==> config.mk <==
export PLATFORM = sky130hd
export DESIGN_NAME = pll_ctrl
export DESIGN_NICKNAME = d
export VERILOG_FILES = /design/src/rtl/pll_ctrl.sv
export SDC_FILE = /design/constraint.sdc
export NUM_CORES = 1
export LEC_CHECK = 0
export BUFFER_PORTS_ARGS = -buffer_cell sky130_fd_sc_hd__buf_2
export CAP_MARGIN = 20
export CORE_MARGIN = 1
export CORE_UTILIZATION = 59
export CTS_CLUSTER_DIAMETER = 200
export CTS_CLUSTER_SIZE = 12
export DETAILED_ROUTE_END_ITERATION = 6
export MAX_ROUTING_LAYER = met4
export PLACE_DENSITY = 0.83
export SYNTH_ARGS = -nofsm -noshare
export SYNTH_HDL_FRONTEND = slang
export SYNTH_SLANG_ARGS = --single-unit
==> constraint.sdc <==
create_clock -name inclk -period 3 [get_ports inclk]
set_clock_uncertainty 0.1 [all_clocks]
set_input_delay 0.15 -clock inclk [delete_from_list [all_inputs] [get_ports inclk]]
set_output_delay 0.15 -clock inclk [all_outputs]
set_load 0.02 [all_outputs]
==> src/rtl/pll_ctrl.sv <==
// PLL bring-up sequencer: resets the PLL, waits for and qualifies lock, then releases
// the CPU pipeline and paces it with a divided or single-stepped clock enable.
module pll_ctrl #(
    parameter int RESET_CYCLES  = 16,
    parameter int LOCK_TIMEOUT  = 1024,
    parameter int STABLE_CYCLES = 8
) (
    input  logic       inclk,
    input  logic       rst_n,
    input  logic       pll_locked,
    input  logic [7:0] div,
    input  logic       step_mode,
    input  logic       step_req,
    input  logic       retry,
    output logic       pll_areset,
    output logic       cpu_rst_n,
    output logic       clk_en,
    output logic       fault,
    output logic [2:0] state,
    output logic [3:0] relock_cnt
);

    typedef enum logic [2:0] {
        PLL_RST   = 3'd0,
        WAIT_LOCK = 3'd1,
        STABLE    = 3'd2,
        RUN       = 3'd3,
        FAULT     = 3'd4
    } state_t;

    // One shared phase counter, sized for the longest of the three intervals.
    localparam int CNT_MAX_A = (RESET_CYCLES > LOCK_TIMEOUT) ? RESET_CYCLES : LOCK_TIMEOUT;
    localparam int CNT_MAX   = (CNT_MAX_A > STABLE_CYCLES) ? CNT_MAX_A : STABLE_CYCLES;
    localparam int CNT_W     = (CNT_MAX > 1) ? $clog2(CNT_MAX) : 1;

    localparam logic [CNT_W-1:0] RST_LAST    = CNT_W'(RESET_CYCLES - 1);
    localparam logic [CNT_W-1:0] LOCK_LAST   = CNT_W'(LOCK_TIMEOUT - 1);
    localparam logic [CNT_W-1:0] STABLE_LAST = CNT_W'(STABLE_CYCLES - 1);

    state_t           st;
    logic [CNT_W-1:0] cnt;
    logic [7:0]       div_cnt;
    logic             step_prev;
    logic             step_pulse;
    logic             in_run;

    assign in_run = (st == RUN);

    always_ff @(posedge inclk) begin
        if (!rst_n) begin
            st         <= PLL_RST;
            cnt        <= '0;
            relock_cnt <= '0;
        end else begin
            case (st)
                PLL_RST: begin
                    if (cnt == RST_LAST) begin
                        st  <= WAIT_LOCK;
                        cnt <= '0;
                    end else begin
                        cnt <= cnt + 1'b1;
                    end
                end
                // Lock is checked before the timeout so a late lock still wins.
                WAIT_LOCK: begin
                    if (pll_locked) begin
                        st  <= STABLE;
                        cnt <= '0;
                    end else if (cnt == LOCK_LAST) begin
                        st  <= FAULT;
                        cnt <= '0;
                    end else begin
                        cnt <= cnt + 1'b1;
                    end
                end
                STABLE: begin
                    if (!pll_locked) begin
                        st  <= WAIT_LOCK;
                        cnt <= '0;
                    end else if (cnt == STABLE_LAST) begin
                        st  <= RUN;
                        cnt <= '0;
                    end else begin
                        cnt <= cnt + 1'b1;
                    end
                end
                RUN: begin
                    if (!pll_locked) begin
                        st  <= PLL_RST;
                        cnt <= '0;
                        if (relock_cnt != 4'd15) begin
                            relock_cnt <= relock_cnt + 4'd1;
                        end
                    end
                end
                FAULT: begin
                    if (retry) begin
                        st  <= PLL_RST;
                        cnt <= '0;
                    end
                end
                default: begin
                    st  <= PLL_RST;
                    cnt <= '0;
                end
            endcase
        end
    end

    // div_cnt idles at zero outside free-running RUN so the first enabled cycle fires at once.
    always_ff @(posedge inclk) begin
        if (!rst_n) begin
            div_cnt    <= '0;
            step_prev  <= 1'b0;
            step_pulse <= 1'b0;
        end else begin
            step_prev  <= step_req;
            step_pulse <= in_run && step_mode && step_req && !step_prev;
            if (!in_run || step_mode) begin
                div_cnt <= '0;
            end else if (div_cnt == 8'd0) begin
                div_cnt <= div;
            end else begin
                div_cnt <= div_cnt - 8'd1;
            end
        end
    end

    assign clk_en     = in_run && ((!step_mode && (div_cnt == 8'd0)) || step_pulse);
    assign pll_areset = (st == PLL_RST);
    assign cpu_rst_n  = in_run;
    assign fault      = (st == FAULT);
    assign state      = st;

endmodule
==> results of run 1 <==
==> cell usage after synthesis (2+ instances only) <==
library cell,instances
nor2_1,30
dfxtp_1,27
xor2_1,10
nand2_1,8
xnor2_1,6
inv_1,5
a211oi_2,4
buf_2,4
ha_1,4
nand3_1,4
nand4_1,4
a211oi_1,3
and3_1,3
nor3_1,3
and2_1,2
and4_1,2
buf_6,2
mux2i_1,2
nand2b_1,2
nor4_1,2
o221a_1,2
==> logic make-up after synthesis <==
logic type / after synthesis
muxes: 2
AOI/OAI and AO/OA: 21
adders and majority gates: 4
buffers and inverters: 12
DFF: 27
xor gates and xnor gates: 16
and+or+nand+nor: 69
==> final timing paths <==
path | from | slack [ns] | depth (start not counted) | end
setup / recovery | div_cnt[3] | 0.78 | 6 | clk_en
hold / removal | div[6] | 0.008 | 3 | div_cnt[6]
setup reg to reg | state[2] | 0.92 | 6 | cnt[1]
hold reg to reg | div_cnt[0] | 0.40 | 1 | div_cnt[0]
==> final cells by class <==
class                           instances  area [um^2]
Multi-Input combinational cell        112          833
Fill cell                             168          634
Sequential cell                        27          541
Timing Repair Buffer                   28          160
Tap cell                               28         35.0
Clock buffer                            4         26.3
Inverter                                6         25.0
==> per-layer routing <==
metal | vias up | GRT usage
met2 | 21 | 0.405
li1 | 583 | -
met3 | 2 | 0.0268
met1 | 531 | 0.277
met5 | - | -
met4 | 0 | 0.0946
==> where the power goes <==
group	internal, mW	leakage, nW	switching (mW)
sequential	0.383	0.219	0.0401
combinational	0.0988	0.481	0.139
clock	0.0520	0.0150	0.103
total	0.534	0.714	0.282
==> per-stage QoR <==
stage / area, um^2 / cells
after floorplan: 1440 / 151
after global placement: 1550 / 197
after detailed placement: 1550 / 197
after CTS: 1610 / 204
after global routing: 1620 / 205
final: 1620 / 205
==> worst reg2reg max path: stages, from the launching register on <==
cell and delay [ns]:
dfxtp_1 0.58, nand3b_4 0.26, inv_4 0.05, a32oi_4 0.37
o211ai_2 0.23, o21ai_4 0.30, nor2_1 0.09
==> cells in the final DEF, fill, tap and decap left out, types with 3 or more instances in the layout <==
cell / instances
buf_2: 24
a211oi_2: 4
nor2_1: 30
nand3_1: 4
a211oi_1: 3
xnor2_1: 6
inv_1: 5
and3_1: 3
dfxtp_1: 27
nand4_1: 4
nor3_1: 3
ha_1: 4
nand2_1: 8
clkbuf_4: 3
xor2_1: 10
dlygate4sd3_1: 4
==> state kept, by name, indices dropped and copies added, names as in the netlist <==
signal	cells
cnt	10
div_cnt	8
relock_cnt	4
state	3
step_prev	1
step_pulse	1
==> what timing repair did <==
action	in CTS	in global routing
endpoints found under the hold margin	3	1
setup endpoints to repair	0	0
hold buffers	3	1
==> summary.txt, run 1 <==
Floorplanning
  • DIE HEIGHT: 51.4 um
  • Die W: 51.4 um
  • Core area: 2250 um^2
  • DIE AREA: 2640 um^2
  • Row cnt: 17
  • Starting density of the core: 0.639
  • Ports: 25

Clock network
  • Clk slew on worst S/H paths: 0.14 ns
  • CTS buffer count: 3
  • Clock sink count: 27
  • Post-CTS Resized: 0
  • H-tree depth reported by CTS: 1
  • Clk buf depth: 2
  • Clock root cell: clkbuf_4
  • CTS tree: built
  • Worst skew pair latency: 0.32 ns
  • Post-CTS setup buffers: 0

Critical path
  • CP Launch Type: flip-flop
  • Worst endpoint data arrival time: 1.97 ns
  • Kind of end point of the critical path: output port
  • Critical Setup Path Class: reg2out
  • Slowest-stage cell, CP: dfxtp_1
  • Crit-path cells: nor4_2, nand3_2, nor2_1, nor2_1, nor2_1, buf_2
  • CP dominant cell by count: nor2_1
  • Worst EP required: 2.75 ns
  • Critical path's top delay family: simple AND/OR/NAND/NOR gates
  • Buffer and inverter count on the worst path: 1
  • Largest fanout on the critical path: 17
  • Slowest cell delay on critical path: 0.38 ns

Drt
  • Initial DRC Count: 14
  • Via Count: 1137
  • WL per Instance: 13.3 um
  • Vias per cell: 5.55
  • ANT nets after route: 0
  • Met3 wire length: 82 um
  • Met2 wire length: 1.36 mm
  • Top sig layer: met4
  • DRC: 0
  • Final WL: 2.73 mm
  • M1 WL: 1.27 mm
  • Drt pass-1 iters: 5

Cells and area
  • Final #Nets: 196
  • Layout cell share with drive strength beyond 1: 0.243
  • ANT cells: 0
  • Final Util: 0.719
  • Area growth, synth to finish: 12.4%

Global routing
  • Remaining global-route overflow: 0
  • Vias in the first global route: 1082
  • Initial antenna violation count: 0
  • Total track usage: 0.235
  • Pin count of the biggest net entering global routing: 18
  • First-pass GRT wire length: 4.55 mm

Timing
  • Final hold violation count: 0
  • Min Tclk post-route: 2.22 ns
  • RSZ-0062 raised after global routing: no
  • Final hold slack: 0.00850 ns
  • Final Setup Violations: 0
  • Final Cycle Share: 0.739
  • TNS Setup: 0 ns
  • Fmax: 451 MHz
  • Slew @ Worst Pin: 0.455 ns
  • Rel. slew slack: 0.694
  • Final setup margin: 0.784 ns
  • Max-slew violations: 0

Yosys
  • Share of synthesized registers carrying an async set or reset: 0
  • Number of synthesized flops with an enable pin: 0
  • Cell count after synthesis: 151
  • Post-synth net total: 169
  • Area leader, netlist: dfxtp_1
  • Yosys cell types: 43
  • Syn Area/Cell: 9.55 um^2
  • XOR/XNOR Fraction of Synth Area: 0.0972
  • Register bit total from synthesis: 27
  • Ys Warns: 0
  • Post-Synth Adder-Cell Area: 0.0347
  • Post-Syn Area: 1440 um^2
  • Simple logic cell fraction of the synthesized area: 0.264
  • Main combinational cell family by area after synthesis: simple AND/OR/NAND/NOR gates
  • Compound-Gate Fraction of Synth Area: 0.168
  • Top cell type's share of synthesized area: 0.375
  • Mux share of post-synthesis cell area: 0.0139
  • Main synth FF type: dfxtp_1
  • Area contributors post-synth: dfxtp_1 (38%), nor2_1 (7.8%), xor2_1 (6.1%)
  • Post-synthesis sequential area ratio: 0.375

Placement
  • Hpwl dp: 1.94 mm
  • Buffers on Ports: 24
  • Post-Place Setup Slack: 0.949 ns
  • RD Place Congestion: 0.780

Min path
  • Min-delay worst type: in2reg

Power
  • Total Power: 0.816 mW
  • LEAKAGE: 0.714 nW
  • PwrDens: 504 nW/um^2
  • Peak VDD IR: 0.000459 V

Job
  • Max_cap viols: 0

Outcome
  • Status: finished clean
No activity file was read; power rests on OpenSTA's default activity.
==> inputs of run 2 (changes only) <==
--- a/config.mk
+++ b/config.mk
@@ -5,15 +5,16 @@
 export SDC_FILE = /design/constraint.sdc
 export NUM_CORES = 1
 export LEC_CHECK = 0
+export ABC_AREA = 1
 export BUFFER_PORTS_ARGS = -buffer_cell sky130_fd_sc_hd__buf_2
 export CAP_MARGIN = 20
 export CORE_MARGIN = 1
-export CORE_UTILIZATION = 59
+export CORE_UTILIZATION = 49
 export CTS_CLUSTER_DIAMETER = 200
 export CTS_CLUSTER_SIZE = 12
 export DETAILED_ROUTE_END_ITERATION = 6
 export MAX_ROUTING_LAYER = met4
-export PLACE_DENSITY = 0.83
+export PLACE_DENSITY = 0.74
 export SYNTH_ARGS = -nofsm -noshare
 export SYNTH_HDL_FRONTEND = slang
 export SYNTH_SLANG_ARGS = --single-unit
==> constraint.sdc (replaced) <==
create_clock -name inclk -period 1.8 [get_ports inclk]
set_clock_uncertainty 0.1 [all_clocks]
set_input_delay 0.09 -clock inclk [delete_from_list [all_inputs] [get_ports inclk]]
set_output_delay 0.09 -clock inclk [all_outputs]
set_load 0.02 [all_outputs]
==> run 2 against run 1 <==
- core utilization decreased by 9.2 points
- wire length up 1.7%
- final area grew 7.6%
- sequential cell count unchanged
- die area is 20% higher
- clock power up 70%
- global-route usage is 3.1 points lower
- cell count rose by 35%
- total power increased by 110%
- register-to-register slack got worse by 0.72 ns
- count of clock-buffer cells in the layout stayed put
==> summary.txt, run 2 <==
Clock network
  • Clock root cell: clkbuf_4
  • Worst skew pair latency: 0.33 ns (about the same)
  • CTS tree: built
  • H-tree depth reported by CTS: 1 (unchanged)
  • CTS buffer count: 3 (unchanged)
  • Clk buf depth: 2 (unchanged)
  • Clock sink count: 27 (unchanged)
  • Clk slew on worst S/H paths: 0.14 ns (about the same)

Cells and area
  • Register area: 541 um^2 (unchanged)
  • Top flop regs: cnt (10), div_cnt (8), relock_cnt (4)
  • Max FFs per register: 10 (unchanged)
  • Commonest non-fill, non-tap cell in the layout: nand2_1
  • Commonest cells after routing, fill and taps aside: nand2_1 (42), nor2_1 (30), dfxtp_1 (27), buf_2 (24), inv_1 (21)
  • ANT cells: 0 (unchanged)
  • Final #Nets: 265 (+35%)
  • Area growth, synth to finish: 20.6%
  • Fill count: 256 (+52%)
  • Top reg by flops: cnt
  • Area of the multi-input gates: 788 um^2 (-5.4%)
  • Layout cell share with drive strength beyond 1: 0.179 (-0.0641)

Timing
  • Final Cycle Share: 0.910
  • Final Setup Violations: 0 (unchanged)
  • Slew @ Worst Pin: 0.407 ns (-0.0476 ns)
  • Final hold violation count: 0 (unchanged)
  • RSZ-0062 raised after global routing: no
  • Min Tclk post-route: 1.64 ns
  • Max-slew violations: 0 (unchanged)
  • Rel. slew slack: 0.728 (+0.0338)
  • TNS Setup: 0 ns (unchanged)
  • Final setup margin: 0.162 ns (-0.623 ns)
  • Fmax: 610 MHz

Critical path
  • CP Launch Type: flip-flop
  • Reg-to-reg endpoint: cnt[7]
  • Largest fanout on the critical path: 3 (-14)
  • Worst reg2reg setup slack: 0.20 ns (-0.72 ns)
  • Critical Setup Path Class: reg2out
  • Launch point of the worst reg-to-reg path: cnt[0]
  • Worst EP required: 1.61 ns (-1.14 ns)
  • Kind of end point of the critical path: output port
  • Worst endpoint data arrival time: 1.45 ns (-0.52 ns)
  • FF-to-FF path depth: 8 (+2)

Power
  • Total Power: 1.71 mW (+110%)
  • Net Sw Power: 0.708 mW (+150%)
  • LEAKAGE: 0.811 nW (+14%)
  • Clock network fraction of design power: 0.155 (-0.035)
  • Sequential Power Share: 0.428 (-0.091)
  • Peak VDD IR: 0.000907 V (+98%)
  • P_int: 1.00 mW (+87%)
  • PwrDens: 980 nW/um^2 (+94%)
  • Logic pwr share: 0.417 (+0.125)
  • Switching Fraction: 0.414 (+0.0684)

Placement
  • Buffers on Ports: 24 (unchanged)
  • RD Place Congestion: 0.860 (+10%)
  • Post-Place Setup Slack: 0.219 ns (-0.730 ns)
  • Hpwl dp: 2.07 mm (+6.5%)

Floorplanning
  • Starting density of the core: 0.520 (-0.120)
  • Row cnt: 19 (+2)
  • DIE HEIGHT: 56.3 um (+9.5%)
  • DIE AREA: 3170 um^2 (+20%)
  • Die W: 56.3 um (+9.5%)
  • Core area: 2780 um^2 (+23%)
  • Ports: 25 (unchanged)

Drt
  • DRC: 0 (unchanged)
  • Initial DRC Count: 76 (+62)
  • Drt pass-1 iters: 4 (-1)
  • Vias per cell: 5.02 (-9.5%)
  • WL per Instance: 10.0 um (-25%)
  • Via Count: 1390 (+22%)
  • Final WL: 2.78 mm (+1.7%)
  • ANT nets after route: 0 (unchanged)

Job
  • Max_cap viols: 0 (unchanged)

Yosys
  • Share of synthesized registers carrying an async set or reset: 0 (unchanged)
  • Count leader, synth: nand2_1
  • Main combinational cell family by area after synthesis: simple AND/OR/NAND/NOR gates
  • Post-Syn Area: 1450 um^2 (+0.26%)
  • Syn Area/Cell: 6.95 um^2 (-27%)
  • Number of synthesized flops with an enable pin: 0 (unchanged)
  • Post-Synth Adder-Cell Area: 0.0346 (-0.0000902)
  • Area contributors post-synth: dfxtp_1 (37%), nand2_1 (11%), nor2_1 (8.1%)
  • Top cell type's share of synthesized area: 0.374 (-0.000974)
  • Simple logic cell fraction of the synthesized area: 0.334 (+0.0703)
  • Post-synthesis sequential area ratio: 0.374 (-0.000974)
  • Most instantiated cells after synthesis: nand2_1 (42), nor2_1 (31), dfxtp_1 (27), inv_1 (21), a21oi_1 (17)
  • Mux share of post-synthesis cell area: 0 (-0.0139)
  • Register bit total from synthesis: 27 (unchanged)
  • Main synth FF type: dfxtp_1
  • Cell count after synthesis: 208 (+38%)
  • Ys Warns: 0 (unchanged)
  • Yosys cell types: 30 (-30%)
  • Area leader, netlist: dfxtp_1
  • Compound-Gate Fraction of Synth Area: 0.139 (-0.0299)
  • XOR/XNOR Fraction of Synth Area: 0.0364 (-0.0609)
  • Post-synth net total: 226 (+34%)

Min path
  • Hold Crit Start: pll_locked
  • Hold EP: relock_cnt[0]
  • Hold-critical path depth: 4 (+1)
  • Min-delay worst type: in2reg

Outcome
  • Status: finished clean

Global routing
  • First-pass GRT wire length: 4.98 mm (+9.5%)
  • Pin count of the biggest net entering global routing: 16 (-2)
  • Initial antenna violation count: 0 (unchanged)
  • Remaining global-route overflow: 0 (unchanged)
  • Total track usage: 0.204 (-0.0311)
  • Vias in the first global route: 1230 (+14%)
==> run 2: cell count changes after synthesis, moves of 6 or more <==
cell | before | now
a21oi_1 | 1 | 17
nand2_1 | 8 | 42
xor2_1 | 10 | 4
inv_2 | 0 | 7
o21ai_1 | 1 | 9
inv_1 | 5 | 21
nand3_1 | 4 | 12
==> run 2: layer usage <==
| layer | track usage | wire length [um] | vias to the layer above |
|---|---|---|---|
| met5 | - | 0 | - |
| met4 | 0.0627 | 31 | 0 |
| met3 | 0.0507 | 109 | 4 |
| met2 | 0.338 | 1240 | 25 |
| met1 | 0.245 | 1400 | 610 |
| li1 | - | - | 751 |
==> run 2: timing repair <==
| item | 4_1_cts | 5_1_grt |
|---|---|---|
| setup buffers | 0 | 0 |
| endpoints found under the setup margin | 0 | 1 |
| resized for setup | 0 | 1 |
| endpoints found under the hold margin | 14 | 0 |
| hold buffers | 12 | 0 |
==> run 2: kinds of logic (layout without fill, tap and decap cells) <==
| group | count (synthesis) | after routing |
|---|---|---|
| AOI/OAI and AO/OA | 37 | 37 |
| and+or+nand+nor | 103 | 103 |
| DFF | 27 | 27 |
| buffers and inverters | 31 | 69 |
| adders and majority gates | 4 | 4 |
| xor gates and xnor gates | 6 | 6 |
==> run 2: layout make-up <==
class | count | area share
inverter | 29 | 0.0625
multi-input combinational | 150 | 0.452
clock buffer | 4 | 0.0151
sequential | 27 | 0.310
timing repair buffer | 36 | 0.138
tap | 31 | 0.0223
==> run 2: power by group through the flow <==
stage / combinational, mW / sequential, mW / clock [mW]
floorplan: 0.494 / 0.774 / 0
global placement: 0.690 / 0.742 / 0
detailed placement: 0.693 / 0.743 / 0
CTS: 0.716 / 0.729 / 0.273
global route: 0.795 / 0.743 / 0.299
finish: 0.713 / 0.730 / 0.264
==> run 2: worst max-delay path by stage <==
stage               startpoint         end  slack [ns]
floorplan             state[1]      cnt[7]        0.33
global placement    div_cnt[0]  div_cnt[7]        0.24
detailed placement      cnt[0]    state[0]        0.22
CTS                 div_cnt[0]      clk_en        0.09
global route        div_cnt[0]      clk_en       0.003
finish              div_cnt[0]      clk_en        0.16
==> run 2: worst max-delay path, cell delays in order (launching register included) <==
cell and delay (ns):
dfxtp_1 0.33, inv_1 0.09, ha_1 0.15, nand2_1 0.06, nor2_2 0.15, a21oi_1 0.08
nor2_1 0.09, buf_2 0.17
==> run 2: per-stage QoR <==
stage / util / instances / hold slack, ns / cell area, um^2
floorplan: - / 208 / 0.106 / 1450
detailed placement: 0.573 / 261 / 0.214 / 1590
finish: 0.627 / 277 / 0.0415 / 1740
global placement: 0.573 / 261 / 0.214 / 1590
CTS: 0.626 / 277 / 0.0302 / 1740
global route: 0.627 / 277 / 0.0652 / 1740
==> inputs of run 3 (changes only) <==
--- a/config.mk
+++ b/config.mk
@@ -5,7 +5,7 @@
 export SDC_FILE = /design/constraint.sdc
 export NUM_CORES = 1
 export LEC_CHECK = 0
-export ABC_AREA = 1
+export ABC_AREA = 0
 export BUFFER_PORTS_ARGS = -buffer_cell sky130_fd_sc_hd__buf_2
 export CAP_MARGIN = 20
 export CORE_MARGIN = 1
==> constraint.sdc (replaced) <==
create_clock -name inclk -period 1.5 [get_ports inclk]
set_clock_uncertainty 0.1 [all_clocks]
set_input_delay 0.075 -clock inclk [delete_from_list [all_inputs] [get_ports inclk]]
set_output_delay 0.075 -clock inclk [all_outputs]
set_load 0.02 [all_outputs]
==> run 3 against run 2 <==
- the flow now finishes with violations (negative setup slack)
- wire length increased by 56%
- core utilization increased by 17 points
- final area increased by 27%
- count of clock-buffer cells in the layout decreased by 1
- first-iteration DRC count decreased by 25%
- cell count decreased by 6.1%
- total power increased by 25%
==> summary.txt, run 3 (synthesis gave the netlist of run 1 again) <==
Global routing
  • Pin count of the biggest net entering global routing: 17 (+1)
  • Vias in the first global route: 1523 (+24%)
  • Initial antenna violation count: 0 (unchanged)
  • Total track usage: 0.285 (+0.0810)
  • Remaining global-route overflow: 0 (unchanged)
  • First-pass GRT wire length: 6.73 mm (+35%)

Cells and area
  • Commonest cells after routing, fill and taps aside: buf_4 (37), nor2_1 (28), buf_2 (22), dfxtp_1 (18), dlygate4sd3_1 (14)
  • Max FFs per register: 10 (unchanged)
  • Final #Nets: 248 (-6.4%)
  • Top reg by flops: cnt
  • Layout cell share with drive strength beyond 1: 0.480 (+0.301)
  • Final Util: 0.798 (+0.172)
  • Area growth, synth to finish: 54.1%
  • Fill count: 158 (-38%)
  • Commonest non-fill, non-tap cell in the layout: buf_4
  • Top flop regs: cnt (10), div_cnt (8), relock_cnt (4)
  • ANT cells: 0 (unchanged)
  • Layout Cells excl Fill: 260 (-6.1%)

Timing
  • RSZ-0062 raised after global routing: yes
  • Final setup margin: -0.261 ns (-0.423 ns)
  • Slew @ Worst Pin: 0.410 ns (+0.00282 ns)
  • Min Tclk post-route: 1.76 ns
  • Rel. slew slack: 0.725 (-0.00368)
  • Fmax: 568 MHz
  • Final Cycle Share: 1.17
  • Final hold violation count: 0 (unchanged)
  • Max-slew violations: 0 (unchanged)
  • Final hold slack: 0.186 ns (+0.144 ns)
  • TNS Setup: -2.65 ns (-2.65 ns)
  • Final Setup Violations: 22 (+22)

Placement
  • Post-Place Setup Slack: -0.207 ns (-0.426 ns)
  • RD Place Congestion: 0.908 (+5.5%)
  • Buffers on Ports: 24 (unchanged)
  • Placed cells: 232 (-11%)
  • Hpwl dp: 2.62 mm (+26%)

Floorplanning
  • DIE AREA: 3160 um^2 (-0.25%)
  • Starting density of the core: 0.518 (-0.00135)
  • Core area: 2780 um^2 (unchanged)
  • Row cnt: 19 (unchanged)
  • Die W: 56.2 um (-0.12%)
  • Ports: 25 (unchanged)
  • DIE HEIGHT: 56.2 um (-0.12%)

Power
  • LEAKAGE: 1.00 nW (+24%)
  • Peak VDD IR: 0.00100 V (+11%)
  • PwrDens: 961 nW/um^2 (-2.0%)

Clock network
  • Clk slew on worst S/H paths: 0.16 ns (+0.02 ns)
  • CTS tree: built
  • Worst skew pair latency: 0.34 ns (about the same)
  • Clock root cell: clkbuf_4
  • CTS buffer count: 3 (unchanged)
  • Clock sink count: 27 (unchanged)
  • Clk buf depth: 2 (unchanged)
  • H-tree depth reported by CTS: 1 (unchanged)

Critical path
  • CP Launch Type: flip-flop
  • Launch point of the worst reg-to-reg path: div_cnt[6]
  • Largest fanout on the critical path: 2 (-1)
  • Reg-to-reg endpoint: div_cnt[0]
  • Critical Setup Path Class: reg2out
  • FF-to-FF path depth: 6 (-2)
  • Worst EP required: 1.32 ns (-0.29 ns)
  • Kind of end point of the critical path: output port
  • Worst reg2reg setup slack: -0.19 ns (-0.39 ns)
  • Worst endpoint data arrival time: 1.59 ns (+0.14 ns)

Min path
  • Hold EP: relock_cnt[2]
  • Hold Crit Start: pll_locked
  • Hold-critical path depth: 5 (+1)
  • Min-delay worst type: in2reg

Outcome
  • Status: complete, but fails checks
  • Violated checks: negative setup slack

Drt
  • WL per Instance: 16.7 um (+66%)
  • Initial DRC Count: 57 (-25%)
  • Drt pass-1 iters: 4 (unchanged)
  • ANT nets after route: 0 (unchanged)
  • Final WL: 4.33 mm (+56%)
  • Via Count: 1437 (+3.4%)
  • Vias per cell: 5.53 (+10%)
  • DRC: 0 (unchanged)

Job
  • Max_cap viols: 0 (unchanged)
==> run 3: changes by cell type in the layout (fill, tap and decap cells not counted), sizes merged, moves of 6 or more <==
cell / before / now
o21ai: 14 / 4
nand3: 14 / 5
a211oi: 0 / 7
xor2: 4 / 10
nand2: 44 / 8
a21oi: 17 / 1
buf: 24 / 65
inv: 28 / 6
==> run 3: how the worst max path moves through the flow <==
stage                           from     end  slack [ns]
after floorplan             state[2]  cnt[0]       -0.12
after global placement        cnt[1]  cnt[3]       -0.14
after detailed placement      cnt[1]  cnt[3]       -0.21
after CTS                 div_cnt[6]  clk_en       -0.24
after global routing      div_cnt[6]  clk_en       -0.40
final                     div_cnt[6]  clk_en       -0.26
==> run 3: worst max-delay path, cell delays in order, from the launching register on <==
cell     delay (ns)
dfxtp_2        0.38
nor4_4         0.31
nand3_2        0.14
nor2_1         0.10
nor2_1         0.05
nor2_1         0.10
buf_4          0.16
==> run 3: power breakdown <==
| group | switching [mW] | internal [mW] | total, mW | leakage, nW |
|---|---|---|---|---|
| registers | 0.0748 | 0.782 | 0.857 | 0.223 |
| clock network | 0.238 | 0.102 | 0.341 | 0.0139 |
| logic | 0.463 | 0.473 | 0.936 | 0.765 |
==> run 3: area by class of cell <==
cell class | count | area, um^2 | share of cell area
Multi-Input combinational cell | 113 | 961 | 0.433
Timing Repair Buffer | 79 | 604 | 0.272
Sequential cell | 27 | 559 | 0.252
Tap cell | 31 | 38.8 | 0.0175
Inverter | 6 | 27.5 | 0.0124
Clock buffer | 3 | 22.5 | 0.0101
Clock inverter | 1 | 7.51 | 0.00338
==> run 3: per-layer routing <==
| layer | vias up | wire length, um | GRT usage |
|---|---|---|---|
| li1 | 692 | - | - |
| met1 | 687 | 1740 | 0.303 |
| met2 | 43 | 2330 | 0.536 |
| met3 | 15 | 119 | 0.0256 |
| met4 | 0 | 144 | 0.118 |
| met5 | - | 0 | - |
==> run 3: metrics by stage <==
stage,cell area [um^2],power (mW)
global placement,1810,1.49
global route,2220,2.22
floorplan,1470,1.26
finish,2220,2.13
CTS,2100,2.00
detailed placement,1810,1.51
==> run 3: repair_timing <==
action                     in CTS  in global routing
hold endpoints to repair       22                  0
gates cloned                    1                  0
pin swaps                      14                 11
hold buffers                   14                  0
buffers inserted                5                  4
setup endpoints to repair      25                 25
gates resized for setup        20                 16
